--- src/rtl/atm_pkg.sv ---
// Shared types and constants for the ATM authentication front-end.
// Optional inactivity abort is enabled by defining ATM_TIMEOUT_EN.
package atm_pkg;

  typedef enum logic [1:0] {
    S_IDLE,
    S_COLLECT,
    S_CHECK,
    S_GRANTED
  } state_t;

  localparam logic [3:0] KEY_CLEAR = 4'hA;
  localparam logic [3:0] KEY_ENTER = 4'hB;
  localparam int         CARD_W    = 8;

  // Width of a counter that must hold 0..n inclusive.
  function automatic int cnt_w(input int n);
    return $clog2(n + 1);
  endfunction

endpackage

--- src/rtl/atm_pin_shift_reg.sv ---
// BCD PIN digit shifter with saturating digit count and reference compare.
// Part of atm_auth_unit (optional ATM_TIMEOUT_EN lives in the top).
module atm_pin_shift_reg
  import atm_pkg::*;
#(
  parameter  int PIN_DIGITS = 4,
  localparam int CW = cnt_w(PIN_DIGITS),
  localparam int BW = 4 * PIN_DIGITS
) (
  input  logic          clk,
  input  logic          rst,
  input  logic          clr,
  input  logic          push,
  input  logic [3:0]    digit,
  input  logic [BW-1:0] ref_pin,
  output logic [CW-1:0] cnt,
  output logic          match
);

  logic [BW-1:0] pin_q;
  logic          full;

  assign full  = (cnt == CW'(PIN_DIGITS));
  assign match = (pin_q == ref_pin);

  always_ff @(posedge clk or posedge rst) begin
    if (rst) begin
      pin_q <= '0;
      cnt   <= '0;
    end else begin
      unique case (1'b1)
        clr: begin
          pin_q <= '0;
          cnt   <= '0;
        end
        push && !full: begin
          pin_q <= {pin_q[BW-5:0], digit};
          cnt   <= cnt + CW'(1);
        end
        default: ;
      endcase
    end
  end

endmodule

--- src/rtl/atm_auth_unit.sv ---
// Card/PIN authentication stage ahead of the ATM session FSM.
// Define ATM_TIMEOUT_EN to abort a session idle in COLLECT.
module atm_auth_unit
  import atm_pkg::*;
#(
  parameter  int PIN_DIGITS  = 4,
  parameter  int MAX_TRIES   = 3,
  parameter  int TIMEOUT_CYC = 20,
  localparam int CW = cnt_w(PIN_DIGITS),
  localparam int TW = cnt_w(MAX_TRIES)
) (
  input  logic                    clk,
  input  logic                    rst,
  input  logic                    card_in,
  input  logic [CARD_W-1:0]       card_no,
  input  logic                    key_valid,
  input  logic [3:0]              key_code,
  input  logic [4*PIN_DIGITS-1:0] ref_pin,
  input  logic                    session_end,
  output logic                    auth_ok,
  output logic [CARD_W-1:0]       card_id,
  output logic [CW-1:0]           digit_cnt,
  output logic [TW-1:0]           tries_left,
  output logic                    bad_pin,
  output logic                    card_retain,
  output logic                    timeout
);

  state_t state;
  logic   match;
  logic   to_fire;
  logic   is_digit;
  logic   card_ok;
  logic   buf_clr;
  logic   buf_push;

  assign is_digit = (key_code <= 4'd9);
  assign card_ok  = card_in && (card_no != '0);

  assign buf_push = (state == S_COLLECT) && key_valid && is_digit;
  assign buf_clr  = ((state == S_IDLE) && card_ok)
                 || ((state == S_COLLECT) && key_valid
                     && (key_code == KEY_CLEAR))
                 || ((state == S_CHECK) && !match)
                 || ((state == S_GRANTED) && session_end)
                 || to_fire;

  atm_pin_shift_reg #(
    .PIN_DIGITS(PIN_DIGITS)
  ) u_pin (
    .clk    (clk),
    .rst    (rst),
    .clr    (buf_clr),
    .push   (buf_push),
    .digit  (key_code),
    .ref_pin(ref_pin),
    .cnt    (digit_cnt),
    .match  (match)
  );

`ifdef ATM_TIMEOUT_EN
  localparam int IW = cnt_w(TIMEOUT_CYC);
  logic [IW-1:0] idle_cnt;

  // A key in the expiry cycle wins over the abort.
  assign to_fire = (state == S_COLLECT) && !key_valid
                && (idle_cnt == IW'(TIMEOUT_CYC - 1));

  always_ff @(posedge clk or posedge rst) begin
    if (rst) begin
      idle_cnt <= '0;
      timeout  <= 1'b0;
    end else begin
      timeout <= to_fire;
      if (state != S_COLLECT || key_valid || to_fire)
        idle_cnt <= '0;
      else
        idle_cnt <= idle_cnt + IW'(1);
    end
  end
`else
  assign to_fire = 1'b0;
  assign timeout = 1'b0;
`endif

  always_ff @(posedge clk or posedge rst) begin
    if (rst) begin
      state       <= S_IDLE;
      auth_ok     <= 1'b0;
      card_id     <= '0;
      tries_left  <= TW'(MAX_TRIES);
      bad_pin     <= 1'b0;
      card_retain <= 1'b0;
    end else begin
      bad_pin     <= 1'b0;
      card_retain <= 1'b0;
      unique case (state)
        S_IDLE: begin
          if (card_ok) begin
            card_id    <= card_no;
            tries_left <= TW'(MAX_TRIES);
            state      <= S_COLLECT;
          end
        end
        S_COLLECT: begin
          if (to_fire) begin
            card_id <= '0;
            state   <= S_IDLE;
          end else if (key_valid && key_code == KEY_ENTER
                       && digit_cnt == CW'(PIN_DIGITS)) begin
            state <= S_CHECK;
          end
        end
        S_CHECK: begin
          if (match) begin
            state <= S_GRANTED;
          end else if (tries_left > TW'(1)) begin
            tries_left <= tries_left - TW'(1);
            bad_pin    <= 1'b1;
            state      <= S_COLLECT;
          end else begin
            tries_left  <= '0;
            card_retain <= 1'b1;
            card_id     <= '0;
            state       <= S_IDLE;
          end
        end
        S_GRANTED: begin
          if (session_end) begin
            auth_ok <= 1'b0;
            card_id <= '0;
            state   <= S_IDLE;
          end else begin
            auth_ok <= 1'b1;
          end
        end
        default: state <= S_IDLE;
      endcase
    end
  end

endmodule

--- config.mk ---
export PLATFORM = sky130hd
export DESIGN_NAME = atm_auth_unit
export DESIGN_NICKNAME = d
export VERILOG_FILES = /design/src/rtl/atm_pkg.sv /design/src/rtl/atm_pin_shift_reg.sv /design/src/rtl/atm_auth_unit.sv
export SDC_FILE = /design/constraint.sdc
export NUM_CORES = 1
export LEC_CHECK = 0
export BUFFER_PORTS_ARGS = -buffer_cell sky130_fd_sc_hd__buf_2
export CAP_MARGIN = 30
export CORE_MARGIN = 2
export CORE_UTILIZATION = 54
export CTS_CLUSTER_SIZE = 14
export DETAILED_ROUTE_END_ITERATION = 8
export MAX_ROUTING_LAYER = met4
export PLACE_DENSITY = 0.83
export SYNTH_ARGS = -nofsm -noshare
export SYNTH_HDL_FRONTEND = slang
export SYNTH_SLANG_ARGS = --single-unit
--- constraint.sdc ---
create_clock -name clk -period 3.92 [get_ports clk]
set_input_delay 1.176 -clock clk [delete_from_list [all_inputs] [get_ports clk]]
set_output_delay 1.176 -clock clk [all_outputs]
set_load 0.01 [all_outputs]
==> impl_metrics.json <==
{
  "status": "complete, no violations",
  "cts-root-buf": "clkbuf_4",
  "antenna_cells": 0,
  "reg2reg_setup_slack_ns": 1.71,
  "fmax_mhz": 359,
  "place_congestion": 0.727,
  "setup_viol": 0,
  "cp.required_ns": 4.20,
  "critPathTopFamily": "compound AO/OA/AOI/OAI gates",
  "cts-resized-gates": 0,
  "ys_seq_elements": 34,
  "dpl.hpwl_um": 2720,
  "ant_nets": 0,
  "synth_ff_type": "dfrtp_1",
  "htreeDepth": 2,
  "synth.distinct_cells": 39,
  "final_area_mm2": 0.00197,
  "path_max_fanout": 19,
  "tightest_slew_ns": 0.739,
  "post-route-drc-count": 0,
  "final-hold-violation-count": 0,
  "finalClockSkew_ns": 0.00791,
  "numCtsBuffers": 5,
  "io_pins": 50,
  "dr.pass1.iters": 4,
  "cts_tree": "done",
  "grt_util_all_layers_pct": 23.5,
  "grt_pass1_wl_um": 5840,
  "cp_data_arrival_time_ns": 3.07,
  "maxSlewHeadroom_pct": 50.6,
  "fin_hold_ws_ns": 0.503,
  "wl_per_cell_um": 16.7,
  "dieArea_mm2": 0.00354,
  "core_mm2": 0.00300,
  "cp_cell_sequence": "buf_2 > nor4_1 > nand2_1 > and3_1 > a211oi_4 > a221o_2",
  "grt_max_degree": 35,
  "ir_worst_vdd_v": 0.000388,
  "drv_slew": 0,
  "viasPerCell": 5.91,
  "synth_cells": 135,
  "rsz0062_at_grt": "false",
  "cts_sinks": 34,
  "numPortBuffers": 48,
  "placed_cell_area_mm2": 0.00192,
  "drt-initial-drc-count": 34,
  "power_density_mw_per_mm2": 688,
  "final_net_count": 220,
  "critPathKind": "input port to flip-flop",
  "finish.utilization_pct": 65.5,
  "totalWireLength_um": 3640,
  "area_growth_pct": 18.1,
  "synth_fp_nets": 170,
  "yosys_warnings": 0,
  "period_needed_ns": 2.79,
  "cpMaxStageDelayCell": "a211oi_4",
  "cp_num_buf_inv": 1,
  "clk_pin_slew_worst_paths_ns": 0.10,
  "cp-start-kind": "input port",
  "cts_hold_buffers": 0,
  "start_util_pct": 55.4,
  "vias": 1289,
  "endpoint_kind": "flip-flop",
  "cts.path.max_buffers": 2,
  "synthArstFlopShare_pct": 100,
  "grt_pass1_vias": 1241,
  "finalCritPeriodShare_pct": 71.1,
  "synth-edff-count": 0,
  "antenna_found_initial": 0,
  "post_route_cells_drive_above_1_share_pct": 37.3,
  "row_count": 20,
  "die_h_um": 59.5,
  "mappedNetlistArea_mm2": 0.00166,
  "syn_area_per_cell_um2": 12.3,
  "clk-insertion-delay-late_ns": 0.33,
  "die-width_um": 59.5,
  "hp-class": "flip-flop to flip-flop",
  "drv_cap": 0,
  "p_leak_uw": 0.00102,
  "synth-seq-area-share_pct": 51.3,
  "postCtsSetupBuffers": 0,
  "fin_tns_setup_ns": 0,
  "grt_overflow": 0,
  "slowest_delay_ns": 0.71
}
worst reg2reg max path: stages (launching register included):
cell and delay (ns):
dfrtp_1 0.42, xor2_1 0.17, nor4_2 0.36, nand4_2 0.21
a211oi_4 0.71, a221o_2 0.28
stage by stage:
step | power, uW | instances | setup WS (ns)
finish | 1350 | 218 | 1.13
global route | 1440 | 218 | 0.949
CTS | 1360 | 218 | 1.15
detailed placement | 1180 | 211 | 0.812
global placement | 1140 | 211 | 0.870
floorplan | 1010 | 135 | 1.32
area by class of cell:
class | count | area [um^2]
fill | 245 | 1040
sequential | 34 | 853
tap | 33 | 41.3
inverter | 5 | 18.8
clock buffer | 7 | 45.0
multi-input combinational | 89 | 752
timing repair buffer | 50 | 255
cell usage in the layout, fill, tap and decap left out, types with 3 or more instances in the layout:
| cell | netlist | final |
|---|---|---|
| a22o_1 | 25 | 25 |
| dfrtp_1 | 32 | 32 |
| buf_2 | 1 | 48 |
| nor4_4 | 3 | 3 |
| clkbuf_4 | 0 | 5 |
| nand2_1 | 6 | 6 |
| nor2_1 | 6 | 6 |
| xor2_1 | 16 | 16 |
| inv_1 | 5 | 5 |
synth_stat cells, types with 2 or more instances:
cell type	number	area share, %
o21ai_0	2	0.60
dfrtp_1	32	48
a22o_1	25	13
clkbuf_1	3	0.68
o22a_1	2	1.1
ha_1	2	1.5
inv_1	5	1.1
nand3_1	2	0.60
nand2_1	6	1.4
nor2_1	6	1.4
xor2_1	16	8.4
o21a_1	2	0.90
nor4_1	2	0.75
nor2b_1	2	0.75
dfstp_2	2	3.2
nor4_4	3	3.8
path summary, 6_finish.rpt:
| kind | cells past startpoint | from | endpoint |
|---|---|---|---|
| worst max-delay path | 6 | card_no[6] | u_pin.cnt[2] |
| worst min-delay path | 1 | card_id[3] | card_id[3] |
| worst max register to register | 5 | u_pin.pin_q[8] | u_pin.cnt[2] |
| worst min register to register | 1 | card_id[3] | card_id[3] |
| max in group asynchronous | 3 | rst | tries_left[0] |
| min in group asynchronous | 3 | rst | u_pin.pin_q[5] |
registers in the layout, indices dropped and copies added, names as in the netlist:
register	cells
auth_ok	1
bad_pin	1
card_id	8
card_retain	1
state	2
tries_left	2
u_pin.cnt	3
u_pin.pin_q	16
where the power goes:
| part | internal, uW | leakage [uW] | switching, uW |
|---|---|---|---|
| registers | 491 | 0.000435 | 136 |
| clock network | 67.6 | 0.0000254 | 108 |
| logic | 267 | 0.000556 | 284 |
| total | 825 | 0.00102 | 528 |
metal layers:
metal | wire [um] | share of wire [%] | global-route usage, %
met5 | 0 | 0 | -
met4 | 61 | 1.7 | 7.62
met3 | 185 | 5.1 | 6.11
met2 | 1830 | 50 | 37.4
met1 | 1560 | 43 | 29.4
cells by family after synthesis:
family | count (synthesis) | synth area share [%]
and+or+nand+nor | 28 | 12.2
AOI/OAI and AO/OA | 40 | 21.6
muxes | 2 | 1.28
DFF | 34 | 51.3
other | 1 | 0.225
adders and majority gates | 2 | 1.50
buffers and inverters | 12 | 3.53
xor gates and xnor gates | 16 | 8.42
Note: power is estimated with default switching activity, not from simulation.
